**config.mk**
```make
export PLATFORM = sky130hd
export DESIGN_NAME = rs_cmd_conditioner_flat
export DESIGN_NICKNAME = d
export VERILOG_FILES = /design/src/rtl/rs_lab_pkg.sv /design/src/rtl/rs_cmd_conditioner_if.sv /design/src/rtl/rs_debounce.sv /design/src/rtl/rs_cmd_conditioner.sv /design/src/flat_wrapper.sv
export SDC_FILE = /design/constraint.sdc
export NUM_CORES = 1
export LEC_CHECK = 0
export ABC_AREA = 1
export BUFFER_PORTS_ARGS = -buffer_cell sky130_fd_sc_hd__buf_4
export CAP_MARGIN = 5
export CORE_MARGIN = 1.5
export CORE_UTILIZATION = 25
export DETAILED_ROUTE_END_ITERATION = 8
export HOLD_SLACK_MARGIN = 0.06
export PLACE_DENSITY = 0.5
export SLEW_MARGIN = 15
export SYNTH_ARGS = -nofsm -noshare
export SYNTH_HDL_FRONTEND = slang
export SYNTH_HIERARCHICAL = 1
export SYNTH_SLANG_ARGS = --single-unit
```
**constraint.sdc**
```tcl
create_clock -name clk -period 1.6 [get_ports clk]
set_clock_uncertainty 0.2 [all_clocks]
set_input_delay 0.08 -clock clk [delete_from_list [all_inputs] [get_ports clk]]
set_output_delay 0.08 -clock clk [all_outputs]
set_load 0.1 [all_outputs]
```
**src/rtl/rs_lab_pkg.sv**
```systemverilog
// Shared definitions for the RS flip-flop lab: command encoding and
// input-conditioning constants.
package rs_lab_pkg;

    typedef enum logic [1:0] {
        RS_CMD_NONE = 2'd0,
        RS_CMD_SET  = 2'd1,
        RS_CMD_RST  = 2'd2
    } rs_cmd_e;

    localparam int SYNC_STAGES             = 2;
    localparam int DEFAULT_DEBOUNCE_CYCLES = 4;

endpackage

```
**src/rtl/rs_cmd_conditioner_if.sv**
```systemverilog
// Button inputs and conditioned command outputs of the RS command conditioner.
interface rs_cmd_conditioner_if #(
    parameter int CNT_W = 8
);
    logic             set_btn;
    logic             reset_btn;
    logic             S;
    logic             R;
    logic             exp_q;
    logic [CNT_W-1:0] cmd_count;

    modport master (
        input  set_btn, reset_btn,
        output S, R, exp_q, cmd_count
    );

    modport slave (
        output set_btn, reset_btn,
        input  S, R, exp_q, cmd_count
    );
endinterface

```
**src/rtl/rs_debounce.sv**
```systemverilog
// One button channel: synchroniser, stability counter, debounced level and a
// registered one-cycle pulse on each accepted 0->1 transition.
module rs_debounce
    import rs_lab_pkg::*;
#(
    parameter int DEBOUNCE_CYCLES = DEFAULT_DEBOUNCE_CYCLES
) (
    input  logic clk,
    input  logic clear,
    input  logic btn,
    output logic rise
);
    if (DEBOUNCE_CYCLES < 1) begin : g_bad_param
        $error("rs_debounce: DEBOUNCE_CYCLES must be >= 1");
    end

    localparam int CW = $clog2(DEBOUNCE_CYCLES + 1);
    localparam logic [CW-1:0] LAST = CW'(DEBOUNCE_CYCLES - 1);

    logic [SYNC_STAGES-1:0] sync;
    logic                   synced;
    logic                   db;
    logic [CW-1:0]          cnt;

    assign synced = sync[SYNC_STAGES-1];

    always_ff @(posedge clk) begin
        if (clear) begin
            sync <= '0;
            db   <= 1'b0;
            cnt  <= '0;
            rise <= 1'b0;
        end else begin
            sync <= {sync[SYNC_STAGES-2:0], btn};
            rise <= 1'b0;
            if (synced == db) begin
                cnt <= '0;
            end else if (cnt == LAST) begin
                // The increment that would reach DEBOUNCE_CYCLES accepts the level.
                db   <= synced;
                cnt  <= '0;
                rise <= synced;
            end else begin
                cnt <= cnt + 1'b1;
            end
        end
    end
endmodule

```
**src/rtl/rs_cmd_conditioner.sv**
```systemverilog
// Turns two raw push buttons into mutually exclusive one-cycle S/R pulses, with
// an expected-Q mirror and an issued-command counter.
module rs_cmd_conditioner
    import rs_lab_pkg::*;
#(
    parameter int DEBOUNCE_CYCLES = DEFAULT_DEBOUNCE_CYCLES,
    parameter int PRIORITY_RESET  = 1,
    parameter int CNT_W           = 8
) (
    input  logic                    clk,
    input  logic                    clear,
    rs_cmd_conditioner_if.master    cmd
);
    logic             rise_s;
    logic             rise_r;
    logic             pend_s;
    logic             pend_r;
    logic             s_q;
    logic             r_q;
    logic             q_q;
    logic [CNT_W-1:0] count;
    rs_cmd_e          issue;

    rs_debounce #(.DEBOUNCE_CYCLES(DEBOUNCE_CYCLES)) u_db_set (
        .clk   (clk),
        .clear (clear),
        .btn   (cmd.set_btn),
        .rise  (rise_s)
    );

    rs_debounce #(.DEBOUNCE_CYCLES(DEBOUNCE_CYCLES)) u_db_rst (
        .clk   (clk),
        .clear (clear),
        .btn   (cmd.reset_btn),
        .rise  (rise_r)
    );

    always_comb begin
        issue = RS_CMD_NONE;
        if (pend_s && pend_r)
            issue = (PRIORITY_RESET != 0) ? RS_CMD_RST : RS_CMD_SET;
        else if (pend_s)
            issue = RS_CMD_SET;
        else if (pend_r)
            issue = RS_CMD_RST;
    end

    always_ff @(posedge clk) begin
        if (clear) begin
            pend_s <= 1'b0;
            pend_r <= 1'b0;
            s_q    <= 1'b0;
            r_q    <= 1'b0;
            q_q    <= 1'b0;
            count  <= '0;
        end else begin
            // A rise on an already-pending channel merges into the same flag.
            pend_s <= (pend_s && issue != RS_CMD_SET) || rise_s;
            pend_r <= (pend_r && issue != RS_CMD_RST) || rise_r;
            s_q    <= (issue == RS_CMD_SET);
            r_q    <= (issue == RS_CMD_RST);
            if (issue == RS_CMD_SET)
                q_q <= 1'b1;
            else if (issue == RS_CMD_RST)
                q_q <= 1'b0;
            if (issue != RS_CMD_NONE)
                count <= count + 1'b1;
        end
    end

    assign cmd.S         = s_q;
    assign cmd.R         = r_q;
    assign cmd.exp_q     = q_q;
    assign cmd.cmd_count = count;
endmodule

```
**src/flat_wrapper.sv**
```systemverilog
// flat-port wrapper written by rule: the top's interface ports become plain ports
module rs_cmd_conditioner_flat import rs_lab_pkg::*;
#(
    parameter int DEBOUNCE_CYCLES = DEFAULT_DEBOUNCE_CYCLES,
    parameter int PRIORITY_RESET  = 1,
    parameter int CNT_W           = 8
)
  (clk, clear, cmd_set_btn, cmd_reset_btn, cmd_S, cmd_R, cmd_exp_q, cmd_cmd_count);
  rs_cmd_conditioner_if #(.CNT_W(CNT_W)) cmd_i ();
  input  logic clk;
  input  logic clear;
  input wire logic [$bits(cmd_i.set_btn)-1:0] cmd_set_btn;
  input wire logic [$bits(cmd_i.reset_btn)-1:0] cmd_reset_btn;
  output wire logic [$bits(cmd_i.S)-1:0] cmd_S;
  output wire logic [$bits(cmd_i.R)-1:0] cmd_R;
  output wire logic [$bits(cmd_i.exp_q)-1:0] cmd_exp_q;
  output wire logic [$bits(cmd_i.cmd_count)-1:0] cmd_cmd_count;
  assign cmd_i.set_btn = cmd_set_btn;
  assign cmd_i.reset_btn = cmd_reset_btn;
  assign cmd_S = cmd_i.S;
  assign cmd_R = cmd_i.R;
  assign cmd_exp_q = cmd_i.exp_q;
  assign cmd_cmd_count = cmd_i.cmd_count;
  rs_cmd_conditioner #(.DEBOUNCE_CYCLES(DEBOUNCE_CYCLES), .PRIORITY_RESET(PRIORITY_RESET), .CNT_W(CNT_W)) u_core (.clk(clk), .clear(clear), .cmd(cmd_i));
endmodule
```
# Yosys cells after proc, flatten, opt, wreduce, memory -nomap -nowiden
# Cells that the tools add are included.
# totals
out_inout_bits	11
reg_bits	27
elab_cells	47
# op_classes
addsub	3
n_reduce_logical	13
eq_ne	8
n_mux	5
bitwise	4
# op_table
op	count
$reduce_or 3->1	4
$add 8x1->8 const B	1
$add 3x1->3 const B	2
$eq 3x2->1 const B	2
$mux 2	3
$not 1->1	4
$reduce_and 2->1	2
$reduce_bool 2->1	2
$logic_and 1x1->1	3
$eq 1x1->1	2
$eq 2x1->1 const B	1
$eq 2x2->1 const B	1
$logic_or 1x1->1	2
$mux 1	2
$ne 2x1->1 const B	1
$ne 2x2->1 const B	1

# Depth between registers and ports, before layout
# logic_depth
depth_word	6
depth_mapped	7
ltp_nobuf	7

# Cells and area by module
# Netlist, hierarchy kept.
# modules_own_cells
mod	instances	area_per_inst_um2	cells_per_inst	seq_area_each_um2
rs_cmd_conditioner	1	565.5	76	260.2
rs_debounce	2	237.7	27	140.1

# Worst setup path before layout
# OpenSTA, ideal clock, no wires.
# synth_timing
path_type	reg-to-reg
from	reg u_core.count[0], in the netlist u_core/cmd.cmd_count[0]
to	reg u_core.count[6], in the netlist u_core/cmd.cmd_count[6]
slack_ns	-0.423
t_arrival_ns	1.708
t_required_ns	1.285
setup_ns	0.115
path_stages_with_launch	7
cell_sequence	dfxtp_1 ha_1 inv_1 nor2_4 nand2_2 o21ai_1 nor2_1
# synth_via
elab_chain_cells	1
# synth_lines
element	line_no	text
start: declaration	rs_cmd_conditioner.sv:21	logic [CNT_W-1:0] count;
start signal: assignment	rs_cmd_conditioner.sv:67	count <= count + 1'b1;
$add 8x1->8	rs_cmd_conditioner.sv:67	
# No other way between the ends.
# A chain may end at the register's enable or synchronous reset.

# Final worst setup path
# layout_timing
from	in clear
to	reg u_core.u_db_rst.sync[0]
# layout_lines
element	line_no	text
start: declaration	flat_wrapper.sv:11	input logic clear;
end signal: assignment	rs_debounce.sv:34	sync <= {sync[SYNC_STAGES-2:0], btn};
end: declaration	rs_debounce.sv:20	logic [SYNC_STAGES-1:0] sync;
# No word-level cell between the ends.

==> results.toml <==
[setup_path]
cp.required_ns = 1.56
rrSetupSlack_ns = 0.33
cp-start-kind = "input port"
path_max_fanout = 13
arrival_ns = 1.40
crit_path_end_kind = "flop"
reg2reg_depth = 5
r2r-end = "u_core/u_db_set/cnt[2]"
crit_type = "in2reg"
r2r-start = "u_core/u_db_set/cnt[0]"

[clock_tree]
clk_pin_slew_ns = 0.08
clk_latency_ns = 0.27
cts_sinks = 27
clockBufferDepth = 2
cts_root_buffer = "clkbuf_8"
cts_buffers = 3
h-tree-depth = 1
post_cts_resized = 0
cts_tree = "built"

[synthesis]
ys_seq_area_frac = 0.5192
ys_types = 17
synth_area_um2 = 1041
yosysWarnings = 6
syn_avg_cell_area_um2 = 8.008
synth.net_count = 139
synth-seq-cells = 27
postSynthCellCount = 130

[layout]
postLayoutCellArea_um2 = 1313
drive_above_1_share = 0.2092
instances_no_fill = 203
area_growth_pct = 26.08
final_nets = 163
layout_common_cells = "27 x nor2_1, 24 x inv_1, 20 x dfxtp_1"
final_common_cell = "nor2_1"
n_antenna_cell = 0

[sta]
tightestPinTransition_ns = 0.2818
finalSetupViolations = 0
max_freq_mhz = 692.7
whs_ns = 0.2078
timing.final.ws_setup_ns = 0.1564
relSlewSlack = 0.8136
hold_violations = 0
finalCritPeriodShare = 0.9022
setup-tns-final_ns = 0
slew_viol_final = 0
grt_setup_unrepaired = "false"
layout_min_cycle_time_ns = 1.444

[die]
rows = 23
die_y_um = 67.53
die_area_um2 = 4560
core-area_um2 = 4000
die_x_um = 67.53
io_pins = 15
floorplan.initialDensity = 0.2602

[placed_design]
dp_hpwl_mm = 1.308
numPortBuffers = 14
place_area_um2 = 1217
dp_cells = 194
dp_slack_ns = 0.3271
place_congestion = 0.6480

[global_route]
grt_use_met3 = 0.04000
grt_pass1_vias = 813
grt_pass1_wl_mm = 3.118
grt_use_met2 = 0.1801
antenna_found_initial = 0
grt_max_degree = 15
gr-max-usage-layer = "met2"
gr-total-overflow = 0
grt.met1_usage = 0.08772
track_usage = 0.09170

[power]
max-vdd-ir-drop_mv = 0.4642
powerDensity_nw_per_um2 = 833.2
power_leakage_nw = 0.5971

[job]
maxCapViolCount = 0

[worst_hold_path]
min_path_cells = 2
worstHoldPathType = "reg2reg"
worstHoldEndpoint = "u_core/u_db_rst/sync[1]"
worstHoldStart = "u_core/u_db_rst/sync[0]"

[detailed_routing]
drt-pass1-iter-count = 4
antenna_violating_nets_post_route = 0
dr_total_vias = 821
routed_wl_mm = 1.717
first_iter_violations = 20
viasPerCell = 4.044
drc = 0
wl_per_cell_um = 8.458

[run_status]
status = "completed"
worst max-delay path: stages:
cell and delay, ns:
dlygate4sd3_1 0.53, buf_4 0.18, nor2_1 0.06, dlygate4sd3_1 0.55
what timing repair did:
action,in CTS,in global routing
endpoints found under the hold margin,18,0
hold buffers,5,0
buffers inserted,0,0
state kept, by name, indices dropped and copies added (netlist names):
signal                count
u_core/cmd.cmd_count      8
u_core/u_db_rst/rise      1
u_core/cmd.S              1
u_core/u_db_rst/cnt       3
u_core/cmd.R              1
u_core/u_db_set/rise      1
u_core/u_db_set/db        1
u_core/u_db_set/sync      2
u_core/u_db_rst/db        1
u_core/pend_r             1
u_core/u_db_rst/sync      2
u_core/cmd.exp_q          1
u_core/u_db_set/cnt       3
u_core/pend_s             1
through the flow:
stage	utilization	power [mW]
after floorplan	-	0.7114
after global placement	0.3043	0.7240
after detailed placement	0.3043	0.7255
after CTS	0.3281	1.119
after global routing	0.3281	1.159
final	0.3281	1.094
worst max path at each step:
| stage | start | endpoint | slack, ns |
|---|---|---|---|
| after floorplan | u_core/cmd.cmd_count[0] | u_core/cmd.cmd_count[6] | -0.05 |
| after global placement | u_core/cmd.cmd_count[1] | u_core/cmd.cmd_count[6] | 0.37 |
| after detailed placement | u_core/u_db_set/cnt[0] | u_core/u_db_set/cnt[2] | 0.33 |
| after CTS | clear | u_core/u_db_rst/sync[0] | 0.18 |
| after global routing | clear | u_core/u_db_set/sync[0] | 0.13 |
| final | clear | u_core/u_db_rst/sync[0] | 0.16 |
routing by layer:
metal | wire length (um) | vias to the layer above
met5 | 0 | -
met4 | 0 | 0
met3 | 93 | 0
met2 | 895 | 14
met1 | 728 | 367
li1 | - | 440
synthesized netlist by cell type:
| cell type | count | area (um2) |
|---|---|---|
| dfxtp_1 | 27 | 540.5 |
| nor2_1 | 27 | 101.4 |
| inv_1 | 24 | 90.09 |
| nand2_1 | 18 | 67.56 |
| a21oi_1 | 9 | 45.04 |
| ha_1 | 5 | 62.56 |
| nand3_1 | 4 | 20.02 |
| inv_2 | 2 | 7.510 |
| nand4_1 | 2 | 12.51 |
| nor2_2 | 2 | 12.51 |
| nor2_4 | 2 | 22.52 |
| nor2b_1 | 2 | 12.51 |
| o21ai_1 | 2 | 10.01 |
| nand2_2 | 1 | 6.260 |
| nor2_8 | 1 | 20.02 |
| nor3_1 | 1 | 5.000 |
| o21ai_0 | 1 | 5.000 |
final cells by class:
cell class | count | area (um2)
flip-flops and latches | 27 | 549.3
inverters | 26 | 97.59
multi-input cells | 77 | 402.9
well taps | 50 | 62.56
repair buffers | 19 | 155.1
clock buffers | 4 | 45.04
fillers | 440 | 2688
cell families after synthesis:
logic type               count (synthesis)  synth area share
AND/OR/NAND/NOR                         60            0.2692
buffers and inverters                   26           0.09376
flip-flops                              27            0.5192
adder cells (fa/ha/maj)                  5           0.06010
AO/OA/AOI/OAI                           12           0.05769
where the power goes:
group          internal [mW]  switching, mW  leakage [nW]  total [mW]
Combinational         0.0197         0.0182         0.352      0.0380
Clock                  0.178          0.197        0.0228       0.375
Sequential             0.677        0.00297         0.222       0.680
Power figures use the tool's default switching activity.
